## src/rtl/aiv_timing_pkg.sv

```systemverilog
// aiv_timing_pkg
//   Shared AIV 625-line interlaced timing constants, counter widths and the
//   field type. Used by the transmit sync generator and the input tracker.
package aiv_timing_pkg;

   // Frame geometry (dots at 13.5 MHz, clk at 81 MHz)
   localparam int unsigned CLK_DIV         = 6;
   localparam int unsigned H_TOTAL         = 864;
   localparam int unsigned V_TOTAL_ODD     = 313;
   localparam int unsigned V_TOTAL_EVEN    = 312;
   localparam int unsigned ACTIVE_H_START  = 72;
   localparam int unsigned ACTIVE_H_WIDTH  = 720;
   localparam int unsigned ACTIVE_V_START  = 23;
   localparam int unsigned ACTIVE_V_HEIGHT = 288;
   localparam int unsigned HSYNC_WIDTH     = 64;
   localparam int unsigned VSYNC_WIDTH     = 3;

   // Counter widths
   localparam int unsigned DIV_W   = 3;
   localparam int unsigned DOT_W   = 10;
   localparam int unsigned LINE_W  = 9;
   localparam int unsigned COORD_W = 10;

   typedef enum logic {
      FieldEven = 1'b0,
      FieldOdd  = 1'b1
   } field_e;

   function automatic field_e toggle_field(input field_e f);
      return (f == FieldOdd) ? FieldEven : FieldOdd;
   endfunction

endpackage

```

## src/rtl/aiv_dot_ce_divider.sv

```systemverilog
// aiv_dot_ce_divider
//   clk-to-dot divider. Counts 0..ClkDiv-1 while enabled and flags the clk on
//   which the dot counter must advance.
// Ports:
//   clk      in   81 MHz clock
//   nReset   in   asynchronous active-low reset
//   enable   in   1 = count, 0 = hold
//   restart  in   synchronous clear, overrides enable
//   clk_div  out  current divider count
//   dot_tick out  combinational: dot advances on this clk edge
module aiv_dot_ce_divider
   import aiv_timing_pkg::*;
#(
   parameter int unsigned ClkDiv = CLK_DIV
) (
   input  logic             clk,
   input  logic             nReset,
   input  logic             enable,
   input  logic             restart,
   output logic [DIV_W-1:0] clk_div,
   output logic             dot_tick
);

   localparam logic [DIV_W-1:0] DivLast = DIV_W'(ClkDiv - 1);

   logic [DIV_W-1:0] div_q, div_d;

   always_comb begin
      div_d    = div_q;
      dot_tick = 1'b0;
      if (restart) begin
         div_d = '0;
      end else if (enable) begin
         if (div_q == DivLast) begin
            div_d    = '0;
            dot_tick = 1'b1;
         end else begin
            div_d = div_q + 1'b1;
         end
      end
   end

   always_ff @(posedge clk or negedge nReset) begin
      if (!nReset) begin
         div_q <= '0;
      end else begin
         div_q <= div_d;
      end
   end

   assign clk_div = div_q;

endmodule

```

## src/rtl/aiv_sync_generator.sv

```systemverilog
// aiv_sync_generator
//   Transmit-side AIV timing source: dot/line/field counters for a 625-line
//   interlaced frame, registered sync strobes, video-level sync pulses,
//   blanking and active pixel coordinates. Every output is a register of the
//   counter state, so outputs lag the state by one clk.
// Ports:
//   clk            in   81 MHz clock
//   nReset         in   asynchronous active-low reset
//   enable         in   1 = run, 0 = freeze counters (strobes low)
//   restart        in   one-clk request: odd field, line 0, dot 0
//   hsync          out  one-clk strobe at line start
//   vsync          out  one-clk strobe at field start (one clk after hsync)
//   isFieldOdd     out  1 = odd field
//   dot_ce         out  one-clk dot enable
//   hsync_pulse_n  out  low for the first HsyncWidth dots of a line
//   vsync_pulse_n  out  low for the first VsyncWidth lines of a field
//   display_enable out  inside active window
//   active_dot     out  active dot index, 0 outside window
//   active_line    out  frame line 2*field_line+odd, 0 outside window
module aiv_sync_generator
   import aiv_timing_pkg::*;
#(
   parameter int unsigned ClkDiv        = CLK_DIV,
   parameter int unsigned HTotal        = H_TOTAL,
   parameter int unsigned VTotalOdd     = V_TOTAL_ODD,
   parameter int unsigned VTotalEven    = V_TOTAL_EVEN,
   parameter int unsigned ActiveHStart  = ACTIVE_H_START,
   parameter int unsigned ActiveHWidth  = ACTIVE_H_WIDTH,
   parameter int unsigned ActiveVStart  = ACTIVE_V_START,
   parameter int unsigned ActiveVHeight = ACTIVE_V_HEIGHT,
   parameter int unsigned HsyncWidth    = HSYNC_WIDTH,
   parameter int unsigned VsyncWidth    = VSYNC_WIDTH
) (
   input  logic               clk,
   input  logic               nReset,
   input  logic               enable,
   input  logic               restart,
   output logic               hsync,
   output logic               vsync,
   output logic               isFieldOdd,
   output logic               dot_ce,
   output logic               hsync_pulse_n,
   output logic               vsync_pulse_n,
   output logic               display_enable,
   output logic [COORD_W-1:0] active_dot,
   output logic [COORD_W-1:0] active_line
);

   localparam logic [DOT_W-1:0]  HLast     = DOT_W'(HTotal - 1);
   localparam logic [LINE_W-1:0] VOddLast  = LINE_W'(VTotalOdd - 1);
   localparam logic [LINE_W-1:0] VEvenLast = LINE_W'(VTotalEven - 1);
   localparam logic [DOT_W-1:0]  HsyncEnd  = DOT_W'(HsyncWidth);
   localparam logic [LINE_W-1:0] VsyncEnd  = LINE_W'(VsyncWidth);
   localparam logic [DOT_W-1:0]  AhStart   = DOT_W'(ActiveHStart);
   localparam logic [DOT_W-1:0]  AhEnd     = DOT_W'(ActiveHStart + ActiveHWidth);
   localparam logic [LINE_W-1:0] AvStart   = LINE_W'(ActiveVStart);
   localparam logic [LINE_W-1:0] AvEnd     = LINE_W'(ActiveVStart + ActiveVHeight);

   logic [DIV_W-1:0]  clk_div;
   logic              dot_tick;
   logic [DOT_W-1:0]  dot_q, dot_d;
   logic [LINE_W-1:0] line_q, line_d;
   field_e            field_q, field_d;
   logic [LINE_W-1:0] line_last;

   aiv_dot_ce_divider #(
      .ClkDiv (ClkDiv)
   ) u_div (
      .clk      (clk),
      .nReset   (nReset),
      .enable   (enable),
      .restart  (restart),
      .clk_div  (clk_div),
      .dot_tick (dot_tick)
   );

   // ---------------------------------------------------------------------
   // Dot / line / field counters
   // ---------------------------------------------------------------------
   assign line_last = (field_q == FieldOdd) ? VOddLast : VEvenLast;

   always_comb begin
      dot_d   = dot_q;
      line_d  = line_q;
      field_d = field_q;
      if (restart) begin
         dot_d   = '0;
         line_d  = '0;
         field_d = FieldOdd;
      end else if (dot_tick) begin
         if (dot_q == HLast) begin
            dot_d = '0;
            if (line_q == line_last) begin
               line_d  = '0;
               field_d = toggle_field(field_q);
            end else begin
               line_d = line_q + 1'b1;
            end
         end else begin
            dot_d = dot_q + 1'b1;
         end
      end
   end

   always_ff @(posedge clk or negedge nReset) begin
      if (!nReset) begin
         dot_q   <= '0;
         line_q  <= '0;
         field_q <= FieldOdd;
      end else begin
         dot_q   <= dot_d;
         line_q  <= line_d;
         field_q <= field_d;
      end
   end

   // ---------------------------------------------------------------------
   // Output decode of the current state
   // ---------------------------------------------------------------------
   logic               hs_c, vs_c, hpn_c, vpn_c, de_c;
   logic [LINE_W-1:0]  line_rel;
   logic [COORD_W-1:0] ad_c, al_c;

   // vsync decodes clk_div == 1 so it lands one clk after the line-0 hsync
   assign hs_c     = (clk_div == '0) && (dot_q == '0);
   assign vs_c     = (clk_div == DIV_W'(1)) && (dot_q == '0) && (line_q == '0);
   assign hpn_c    = (dot_q >= HsyncEnd);
   assign vpn_c    = (line_q >= VsyncEnd);
   assign de_c     = (dot_q >= AhStart) && (dot_q < AhEnd) &&
                     (line_q >= AvStart) && (line_q < AvEnd);
   assign line_rel = line_q - AvStart;
   assign ad_c     = de_c ? (dot_q - AhStart) : '0;
   assign al_c     = de_c ? {line_rel, field_q == FieldOdd} : '0;

   logic               hsync_q, vsync_q, odd_q, dot_ce_q, hpn_q, vpn_q, de_q;
   logic [COORD_W-1:0] ad_q, al_q;

   // Outputs sample the pre-edge state. A frozen or restarting edge drops the
   // strobes and holds the levels, so a truncated line emits nothing.
   always_ff @(posedge clk or negedge nReset) begin
      if (!nReset) begin
         hsync_q  <= 1'b0;
         vsync_q  <= 1'b0;
         odd_q    <= 1'b0;
         dot_ce_q <= 1'b0;
         hpn_q    <= 1'b1;
         vpn_q    <= 1'b1;
         de_q     <= 1'b0;
         ad_q     <= '0;
         al_q     <= '0;
      end else if (restart || !enable) begin
         hsync_q  <= 1'b0;
         vsync_q  <= 1'b0;
         dot_ce_q <= 1'b0;
      end else begin
         hsync_q  <= hs_c;
         vsync_q  <= vs_c;
         odd_q    <= (field_q == FieldOdd);
         dot_ce_q <= dot_tick;
         hpn_q    <= hpn_c;
         vpn_q    <= vpn_c;
         de_q     <= de_c;
         ad_q     <= ad_c;
         al_q     <= al_c;
      end
   end

   assign hsync          = hsync_q;
   assign vsync          = vsync_q;
   assign isFieldOdd     = odd_q;
   assign dot_ce         = dot_ce_q;
   assign hsync_pulse_n  = hpn_q;
   assign vsync_pulse_n  = vpn_q;
   assign display_enable = de_q;
   assign active_dot     = ad_q;
   assign active_line    = al_q;

endmodule

```

## config.mk

```make
export PLATFORM = sky130hd
export DESIGN_NAME = aiv_sync_generator
export DESIGN_NICKNAME = d
export VERILOG_FILES = /design/src/rtl/aiv_timing_pkg.sv /design/src/rtl/aiv_dot_ce_divider.sv /design/src/rtl/aiv_sync_generator.sv
export SDC_FILE = /design/constraint.sdc
export NUM_CORES = 1
export LEC_CHECK = 0
export ABC_AREA = 1
export ABC_CLOCK_PERIOD_IN_PS = 3900
export CORE_ASPECT_RATIO = 1.5
export CORE_MARGIN = 1.5
export CORE_UTILIZATION = 30
export DETAILED_ROUTE_END_ITERATION = 10
export GPL_ROUTABILITY_DRIVEN = 1
export PLACE_DENSITY_LB_ADDON = 0.12
export SYNTH_ARGS = -nofsm -noshare
export SYNTH_HDL_FRONTEND = slang
export SYNTH_SLANG_ARGS = --single-unit
```

## constraint.sdc

```tcl
create_clock -name clk -period 3.9 [get_ports clk]
set_input_delay 0.585 -clock clk [delete_from_list [all_inputs] [get_ports clk]]
set_output_delay 0.585 -clock clk [all_outputs]
set_load 0.02 [all_outputs]
```

==> impl_metrics.ini <==
[status]
outcome = finished, final reports clean

[critical_path]
critical_path_arrival_ns = 2.56
setup.worst_path.class = primary input to flop
crit_path_start_kind = primary input
path_max_fanout = 21
rr_startpoint = line_q[0]
endpoint_kind = flop
required_ns = 4.13
crit_start = restart

[clock_tree]
cts_hold_buf = 0
cts_buffers = 5
cts_max_level = 2
cts_root_buf = clkbuf_16
clockBufferDepth = 2
insertion_delay_ns = 0.29
post-cts-setup-buffers = 0
cts.repair.resized = 0
cts_tree = done
clock-sinks = 50
cts.clk_slew.worst_paths_ns = 0.07

[placed_design]
portBuffers = 30
dp.final_hpwl_um = 5471
gp_congestion = 0.8067

[floorplanning]
fp.coreArea_um2 = 9200
ioPinCount = 31
die-area_um2 = 10070
rows = 43
die_y_um = 122.2
start_util_pct = 30.87
fp.dieW_um = 82.45

[sta]
clock_skew_ns = 0.003642
hold_viol_final = 0
min_period_over_period_pct = 59.57
hold_ws_ns = 0.3617
final.setup.tns_ns = 0
tightest_slew_ns = 0.7666
fmax_ghz = 0.4304
slew-limit-headroom_pct = 48.89
setup_viol = 0
period_minus_slack_ns = 2.323
drv_slew = 0
rsz0062_at_grt = false

[global_routing]
grt_max_degree = 32
antenna_found_initial = 0
grt_pass1_vias = 2523
overflow = 0
gr-usage-all-layers_pct = 16.83
grt_pass1_wl_um = 12500

[yosys]
syn-num-nets = 385
seq_area_frac_synth_pct = 44.19
syn_inst = 374
ys_types = 30
yosysWarningCount = 0
netlist_area_um2 = 2840
synth.avg_cell_area_um2 = 7.594
synth-seq-cells = 50

[drt]
route.met2.wl_um = 4087
num_vias = 2488
drt-met1-wl_um = 2969
vias_per_cell = 4.869
top_layer = met4
met3_length_um = 171
drc = 0
first_iter_violations = 139
ant_nets = 0
drt_pre_antenna_iters = 4
wire_per_inst_um = 14.53
wl_um = 7426

[pwr]
ir_drop_mv = 0.1956
p_per_area_nw_per_um2 = 373.7
leakagePower_nw = 1.685

[layout]
final_common_cell = nand2_1
drive_gt1_share_pct = 10.03
fillCellCount = 979
final_cell_mix = nand2_1 (122), dfrtp_1 (47), nand3_1 (41), inv_1 (31), nor2_1 (31)
diodes = 0
area_growth_pct = 18.19
nets = 409

[min_path]
hold_class = primary input to asynchronous set/reset pin

[run]
drv_cap = 0
through the flow:
stage               area, um2  utilization (%)  cells  setup slack [ns]  power, mW
detailed placement       3192            34.69    503             1.226     0.7651
finish                   3357            36.49    511             1.577      1.255
global route             3357            36.49    511             1.385      1.317
floorplan                2840                -    374             2.463     0.6946
CTS                      3357            36.49    511             1.549      1.272
global placement         3192            34.69    503             1.265     0.7651
per-layer routing:
layer  vias to the layer above  global-route usage [%]
li1                       1243                       -
met1                      1192                   18.94
met2                        40                   30.28
met3                        13                   2.472
met4                         0                   7.521
met5                         -                       0
logic make-up after synthesis:
group                      after synthesis  share of synthesized area (%)
DFF                                     50                          44.19
adders and majority gates                7                          3.084
and+or+nand+nor                        227                          35.77
AOI/OAI and AO/OA                       29                          5.991
xor gates and xnor gates                 8                          2.467
buffers and inverters                   53                          8.502
cell usage after synthesis:
cell type | n | share of area, %
clkbuf_1 | 2 | 0.26
nor2_2 | 7 | 1.5
a21oi_1 | 4 | 0.70
inv_1 | 31 | 4.1
nor4_1 | 1 | 0.22
buf_2 | 7 | 1.2
o21ai_2 | 2 | 0.62
nand3_1 | 41 | 7.2
nand2_1 | 122 | 16
nor2_1 | 31 | 4.1
nand2_2 | 5 | 1.1
clkinv_1 | 1 | 0.13
inv_2 | 6 | 0.79
a41oi_1 | 1 | 0.31
o21ai_0 | 13 | 2.3
ha_1 | 7 | 3.1
o21ai_1 | 6 | 1.1
buf_6 | 3 | 1.2
o22ai_1 | 2 | 0.44
buf_4 | 3 | 0.79
dfstp_2 | 3 | 2.8
dfrtp_1 | 47 | 41
nand4_1 | 10 | 2.2
nand3b_1 | 1 | 0.26
nor3_1 | 4 | 0.70
nand4_4 | 1 | 0.75
nand3_2 | 1 | 0.35
o21ai_4 | 1 | 0.57
nor2_4 | 3 | 1.2
xor2_1 | 8 | 2.5
path summary, 6_finish.rpt:
check                                   end  slack (ns)  cells past startpoint
setup / recovery             active_line[5]        1.58                      8
hold / removal             u_div.clk_div[0]        0.36                      1
setup reg to reg             active_line[5]        2.03                      7
hold reg to reg               active_dot[7]        0.48                      2
max in group asynchronous    active_line[0]        2.78                      2
min in group clk              active_dot[7]        0.48                      2
final cells by class:
class	count	area [um2]	share of cell area, %
Timing Repair Buffer	32	310.3	9.243
Sequential cell	50	1255	37.38
Inverter	38	142.6	4.249
Tap cell	112	140.1	4.174
Multi-Input combinational cell	271	1344	40.03
Clock buffer	5	125.1	3.727
Clock inverter	3	40.04	1.193
critical path, stage by stage:
cell and delay, ns:
clkdlybuf4s50_1 0.53, inv_1 0.35, nand2_1 0.13, a21oi_1 0.19
o21ai_2 0.10, nor2_4 0.39, nand3_1 0.16, nand2_1 0.10
state kept, by name, summed over array words and instances, names as in the netlist:
signal / cells
active_dot: 10
active_line: 10
display_enable: 1
dot_ce: 1
dot_q: 10
field_q: 1
hsync: 1
hsync_pulse_n: 1
isFieldOdd: 1
line_q: 9
u_div.clk_div: 3
vsync: 1
vsync_pulse_n: 1
report_power, final:
group / internal (mW) / switching [mW]
combinational: 0.0583 / 0.114
clock: 0.301 / 0.200
sequential: 0.547 / 0.0351
(Power assumes the default switching activity.)
